<file path="config.mk">
export PLATFORM = sky130hd
export DESIGN_NAME = mu0_ram_loader_flat
export DESIGN_NICKNAME = d
export VERILOG_FILES = /design/src/rtl/mu0_ram_loader_if.sv /design/src/rtl/mu0_ram_loader.sv /design/src/flat_wrapper.sv
export SDC_FILE = /design/constraint.sdc
export NUM_CORES = 1
export LEC_CHECK = 0
export ABC_AREA = 0
export CAP_MARGIN = 10
export CORE_MARGIN = 4
export CORE_UTILIZATION = 45
export DETAILED_ROUTE_END_ITERATION = 12
export GPL_ROUTABILITY_DRIVEN = 0
export PLACE_DENSITY = 0.74
export SYNTH_ARGS = -nofsm -noshare
export SYNTH_HDL_FRONTEND = slang
export SYNTH_SLANG_ARGS = --single-unit
</file>
<file path="constraint.sdc">
create_clock -name clock -period 3.6 [get_ports clock]
set_clock_uncertainty 0.2 [all_clocks]
set_input_delay 0.9 -clock clock [delete_from_list [all_inputs] [get_ports clock]]
set_output_delay 0.9 -clock clock [all_outputs]
set_load 0.05 [all_outputs]
</file>
<file path="src/rtl/mu0_ram_loader_if.sv">
// Word stream + RAM write port + core control bundle for the MU0 RAM loader.
// Latency: n/a (signal bundle only).
// Backpressure: word_valid/word_ready handshake; the producer holds word_in until accepted.
//
// Ports (master = word producer / RAM+core side, slave = loader):
//   word_in, word_valid, run_req, reload  : master -> slave
//   word_ready, mem_addr, mem_wdata,
//   mem_we, mem_sel, cpu_reset,
//   word_count, full                      : slave -> master
interface mu0_ram_loader_if #(
   parameter int ADDR_W = 12,
   parameter int DATA_W = 16
);
   logic [DATA_W-1:0] word_in;
   logic              word_valid;
   logic              word_ready;
   logic              run_req;
   logic              reload;
   logic [ADDR_W-1:0] mem_addr;
   logic [DATA_W-1:0] mem_wdata;
   logic              mem_we;
   logic              mem_sel;
   logic              cpu_reset;
   logic [ADDR_W:0]   word_count;
   logic              full;

   modport master (
      output word_in, word_valid, run_req, reload,
      input  word_ready, mem_addr, mem_wdata, mem_we, mem_sel,
             cpu_reset, word_count, full
   );

   modport slave (
      input  word_in, word_valid, run_req, reload,
      output word_ready, mem_addr, mem_wdata, mem_we, mem_sel,
             cpu_reset, word_count, full
   );
endinterface

</file>
<file path="src/rtl/mu0_ram_loader.sv">
// Writes assembled MU0 words into program RAM from address 0, then hands RAM and reset to the core.
// Latency: word accepted at edge N -> mem_we high during cycle N+1; one word per 2 cycles.
// Backpressure: word_ready low during the write cycle, when full, and while the core runs.
//
// Ports:
//   clock  : rising-edge system clock
//   reset  : asynchronous active-high reset, clears all state
//   bus    : slave side of mu0_ram_loader_if (word stream in, RAM write port and core control out)
module mu0_ram_loader #(
   parameter int ADDR_W = 12,
   parameter int DATA_W = 16
) (
   input logic                clock,
   input logic                reset,
   mu0_ram_loader_if.slave    bus
);
   localparam logic [ADDR_W-1:0] MAX_ADDR = {ADDR_W{1'b1}};

   typedef enum logic [1:0] {
      S_LOAD  = 2'd0,
      S_WRITE = 2'd1,
      S_RUN   = 2'd2
   } state_t;

   state_t            r_state;
   logic [ADDR_W-1:0] r_wptr;
   logic [ADDR_W-1:0] r_mem_addr;
   logic [DATA_W-1:0] r_mem_wdata;
   logic              r_mem_we;
   logic              r_mem_sel;
   logic              r_cpu_reset;
   logic              r_word_ready;
   logic [ADDR_W:0]   r_word_count;
   logic              r_full;

   // Ready is only ever set in LOAD; it already encodes ~full there.
   logic w_accept;
   assign w_accept = bus.word_valid & r_word_ready;

   always_ff @(posedge clock or posedge reset) begin
      if (reset) begin
         r_state      <= S_LOAD;
         r_wptr       <= '0;
         r_mem_addr   <= '0;
         r_mem_wdata  <= '0;
         r_mem_we     <= 1'b0;
         r_mem_sel    <= 1'b1;
         r_cpu_reset  <= 1'b1;
         r_word_ready <= 1'b1;
         r_word_count <= '0;
         r_full       <= 1'b0;
      end else begin
         case (r_state)
            S_LOAD: begin
               // A pending word beats run_req; run_req is a level and is seen again after the write.
               if (w_accept && r_state == S_LOAD) begin
                  r_mem_wdata  <= bus.word_in;
                  r_mem_addr   <= r_wptr;
                  r_mem_we     <= 1'b1;
                  r_word_ready <= 1'b0;
                  r_state      <= S_WRITE;
               end else if (bus.run_req) begin
                  r_cpu_reset  <= 1'b0;
                  r_mem_sel    <= 1'b0;
                  r_word_ready <= 1'b0;
                  r_state      <= S_RUN;
               end
            end
            S_WRITE: begin
               r_mem_we     <= 1'b0;
               r_word_count <= r_word_count + 1'b1;
               // Top location written: saturate instead of wrapping so MAX_ADDR is never overwritten.
               if (r_wptr == MAX_ADDR) begin
                  r_full       <= 1'b1;
                  r_word_ready <= 1'b0;
               end else begin
                  r_wptr       <= r_wptr + 1'b1;
                  r_word_ready <= 1'b1;
               end
               r_state <= S_LOAD;
            end
            S_RUN: begin
               // cpu_reset and mem_sel move together so the core never runs while the loader owns RAM.
               if (bus.reload) begin
                  r_wptr       <= '0;
                  r_word_count <= '0;
                  r_full       <= 1'b0;
                  r_cpu_reset  <= 1'b1;
                  r_mem_sel    <= 1'b1;
                  r_word_ready <= 1'b1;
                  r_state      <= S_LOAD;
               end
            end
            default: begin
               r_state <= S_LOAD;
            end
         endcase
      end
   end

   assign bus.word_ready = r_word_ready;
   assign bus.mem_addr   = r_mem_addr;
   assign bus.mem_wdata  = r_mem_wdata;
   assign bus.mem_we     = r_mem_we;
   assign bus.mem_sel    = r_mem_sel;
   assign bus.cpu_reset  = r_cpu_reset;
   assign bus.word_count = r_word_count;
   assign bus.full       = r_full;
endmodule

</file>
<file path="src/flat_wrapper.sv">
// flat-port wrapper written by rule: the top's interface ports become plain ports
module mu0_ram_loader_flat 
#(
   parameter int ADDR_W = 12,
   parameter int DATA_W = 16
)
  (clock, reset, bus_word_in, bus_word_valid, bus_run_req, bus_reload, bus_word_ready, bus_mem_addr, bus_mem_wdata, bus_mem_we, bus_mem_sel, bus_cpu_reset, bus_word_count, bus_full);
  mu0_ram_loader_if #(.ADDR_W(ADDR_W), .DATA_W(DATA_W)) bus_i ();
  input logic clock;
  input logic reset;
  input wire logic [$bits(bus_i.word_in)-1:0] bus_word_in;
  input wire logic [$bits(bus_i.word_valid)-1:0] bus_word_valid;
  input wire logic [$bits(bus_i.run_req)-1:0] bus_run_req;
  input wire logic [$bits(bus_i.reload)-1:0] bus_reload;
  output wire logic [$bits(bus_i.word_ready)-1:0] bus_word_ready;
  output wire logic [$bits(bus_i.mem_addr)-1:0] bus_mem_addr;
  output wire logic [$bits(bus_i.mem_wdata)-1:0] bus_mem_wdata;
  output wire logic [$bits(bus_i.mem_we)-1:0] bus_mem_we;
  output wire logic [$bits(bus_i.mem_sel)-1:0] bus_mem_sel;
  output wire logic [$bits(bus_i.cpu_reset)-1:0] bus_cpu_reset;
  output wire logic [$bits(bus_i.word_count)-1:0] bus_word_count;
  output wire logic [$bits(bus_i.full)-1:0] bus_full;
  assign bus_i.word_in = bus_word_in;
  assign bus_i.word_valid = bus_word_valid;
  assign bus_i.run_req = bus_run_req;
  assign bus_i.reload = bus_reload;
  assign bus_word_ready = bus_i.word_ready;
  assign bus_mem_addr = bus_i.mem_addr;
  assign bus_mem_wdata = bus_i.mem_wdata;
  assign bus_mem_we = bus_i.mem_we;
  assign bus_mem_sel = bus_i.mem_sel;
  assign bus_cpu_reset = bus_i.cpu_reset;
  assign bus_word_count = bus_i.word_count;
  assign bus_full = bus_i.full;
  mu0_ram_loader #(.ADDR_W(ADDR_W), .DATA_W(DATA_W)) u_core (.clock(clock), .reset(reset), .bus(bus_i));
endmodule
</file>
==> metrics.md <==
| Metric | Value |
|---|---|
| Status | `finished, final reports clean` |
| Layout Nets | `338` |
| Clk sink count | `59` |
| Antenna diode count | `0` |
| Top cells by area, synth | `dfrtp_1 (52%), mux2_2 (12%), o21ai_0 (2.6%)` |
| Die Ht | `85.84 um` |
| Final cell count without fillers | `392` |
| Hold-fix buffers, CTS | `0` |
| Final worst path period need | `2.823 ns` |
| Worst setup margin | `0.7766 ns` |
| Clk pin slew, worst setup/hold paths | `0.06 ns` |
| Most frequent cell after synthesis | `dfrtp_1` |
| Placed insts | `376` |
| Worst Hold Class | `reg2reg` |
| Met3 usage | `7.877%` |
| RSZ-0062 raised after global routing | `no` |
| Final worst-path cycle share | `78.43%` |
| Power Total | `2927 uW` |
| Syn Std Cell Area | `2726 um^2` |
| Vias in the first global route | `2063` |
| I/O Pins | `67` |
| Worst R2R End | `u_core.r_wptr[9]` |
| Leading area contributor after synthesis | `dfrtp_1` |
| Crit path cell chain | `clkdlybuf4s50_1` |
| Synth Warn # | `0` |
| CP Capture Type | `primary output` |
| Num rows | `28` |
| Peak VDD IR | `506.0 uV` |
| Post-DP Area | `3458 um^2` |
| CTS tree | `yes` |
| Gr busiest metal | `met2` |
| R2R depth | `5` |
| Pre-CTS setup slack | `0.8975 ns` |
| DR vias/cell | `5.426` |
| Initial antenna violation count | `0` |
| Clock root cell | `clkbuf_8` |
| Hold EP | `u_core.bus.mem_addr[9]` |
| TNS Setup | `0 ns` |
| Die area | `7368 um^2` |
| EDFF count, synth | `0` |
| Postcts setup bufs | `0` |
| Post-DP HPWL | `4.126 mm` |
| Crit-path slowest cell | `clkdlybuf4s50_1` |
| DR WL/cell | `14.64 um` |
| Clock Latency Late Sink | `0.34 ns` |
| Hold path startpoint | `u_core.bus.mem_addr[9]` |
| Fmax | `354.2 MHz` |
| Final Hold Vio Count | `0` |
| FF-to-FF Start | `u_core.r_state[0]` |
| Yosys top cell area share | `52.32%` |
| Synth top cells by count | `dfrtp_1 (57), mux2_2 (28), nand2_1 (17)` |
| Sequential area share after synthesis | `54.25%` |
| Fin. max-slew vios | `0` |
| Gr usage total | `16.62%` |
| Remaining antenna violation count | `0` |
| Final Cell Area | `3646 um^2` |
| CTS Buf Count | `9` |
| H-Tree Depth | `3` |
| Post_cts resized | `0` |
| Filler cells | `492` |
| Setup violators final | `0` |
| Overflow after GRT | `0` |
| Worst reg2reg setup slack | `1.29 ns` |
| CP startpoint kind | `register` |
| Leakage | `0.001545 uW` |
| Critical Path RT | `2.50 ns` |
| Initial core utilization | `46.32%` |
| Synth cell types | `43` |
| Avg Inst Size Synth | `11.31 um^2` |
| Worst Path Buf+Inv | `1` |
| Share of layout cells above drive strength 1 | `16.72%` |
| First-pass GRT wire length | `9.515 mm` |
| First-pass DRT Iterations | `4` |
| Async S/R FF share, synth | `100.0%` |
| Max Cap Violations | `0` |
| Port-buffer cells | `66` |
| Power per cell area | `802.7 nW/um^2` |
| Worst Setup SP | `u_core.bus.word_ready` |
| Post-Syn Nets | `267` |
| Synth-to-Final Area Change | `33.73%` |
| Crit path largest cell delay | `0.83 ns` |
| Grt met1 use | `20.82%` |
| Pin count of the biggest net entering global routing | `31` |
| Met2 Use GR | `25.78%` |
| Crit Path Max Fanout | `5` |
| Most used DFF post-synth | `dfrtp_1` |
| Slew HR | `53.66%` |
| DRT iter0 DRCs | `140` |
| # DRC | `0` |
| Post-Synthesis Cells | `241` |
| Max Buffers Root-to-Sink | `2` |
| Core region area | `5886 um^2` |
| DRT Wirelength | `5.740 mm` |
| Crit path DAT | `1.72 ns` |
| Die width | `85.84 um` |
| CP top delay family | `buffers and inverters` |
| Kind of critical path | `reg2out` |
| Hold depth | `2` |
| Measured slew at the worst slew-check pin | `0.6757 ns` |
| Via Count | `2127` |
| Yosys reg bits | `59` |
==> worst max path at each step <==
stage,cells after the start,to,slack (ns)
finish,1,bus_word_ready,0.78
global route,1,bus_word_ready,0.71
CTS,1,bus_word_ready,0.75
detailed placement,5,u_core.bus.word_count[11],0.90
global placement,5,u_core.bus.word_count[11],0.96
floorplan,1,u_core.bus.full,1.05
==> report_power, final <==
part           total, uW  internal [uW]  switching [uW]
Combinational       1340            489             848
Sequential          1000            860             144
Clock                586            339             247
==> flip-flops by register name (all words and copies together), names as in the netlist <==
signal                 cells
u_core.bus.mem_addr       12
u_core.r_wptr             12
u_core.bus.full            1
u_core.bus.word_count     13
u_core.bus.mem_we          1
u_core.bus.mem_sel         1
u_core.r_state             2
u_core.bus.mem_wdata      16
u_core.bus.word_ready      1
==> per-layer routing <==
metal,vias to the layer above,wire (um)
met5,-,0
met4,0,53
met3,8,513
met2,72,2654
met1,1031,2518
li1,1016,-
==> through the flow <==
step                util, %  hold slack, ns
floorplan                 -          0.2777
global placement      58.76          0.2718
detailed placement    58.76          0.2776
CTS                   61.95          0.2913
global route          61.95          0.3219
finish                61.95          0.2831
==> final cells by class <==
| cell class | instances | area, um^2 | share of cell area (%) |
|---|---|---|---|
| clock buffer | 14 | 152.6 | 4.187 |
| sequential | 59 | 1479 | 40.56 |
| tap | 75 | 93.84 | 2.574 |
| inverter | 10 | 37.54 | 1.030 |
| clock inverter | 2 | 35.03 | 0.9609 |
| timing repair buffer | 69 | 683.2 | 18.74 |
| multi-input combinational | 163 | 1165 | 31.95 |
==> kinds of logic (layout without fill, tap and decap cells) <==
group           count (synthesis)  count (layout)  share of synthesized area [%]
compound gates                 44              44                          10.83
xor+xnor                        8               8                          2.570
fa+ha+maj                       5               5                          2.295
buf+inv                        19              95                          3.029
flops                          59              59                          54.25
mux                            32              32                          13.22
simple gates                   74              74                          13.81
==> cell usage in the layout (no fill, tap or decap), types with 3 or more instances in the layout <==
cell type        count
a31oi_1              4
inv_1                9
clkdlybuf4s50_1     66
nand4_1              7
o31ai_1              3
nor4_1               5
clkbuf_8            10
or3_1                3
dfrtp_1             57
buf_4                3
o21ai_0             14
nand3_1              6
ha_1                 5
mux2_2              28
xor2_1               4
nor2_1              14
a21oi_1              9
nor3_1              11
nand2_1             17
xnor2_1              4
mux2i_1              3
clkbuf_1             4
==> worst register-to-register path: cells and delay by family, from the launching register on <==
family | cells | cell delay (ns)
DFF | 1 | 0.39
AOI/OAI and AO/OA | 1 | 0.21
adders and majority gates | 1 | 0.44
and+or+nand+nor | 1 | 0.24
buffers and inverters | 1 | 0.09
muxes | 1 | 0.65
(Power assumes the default switching activity.)
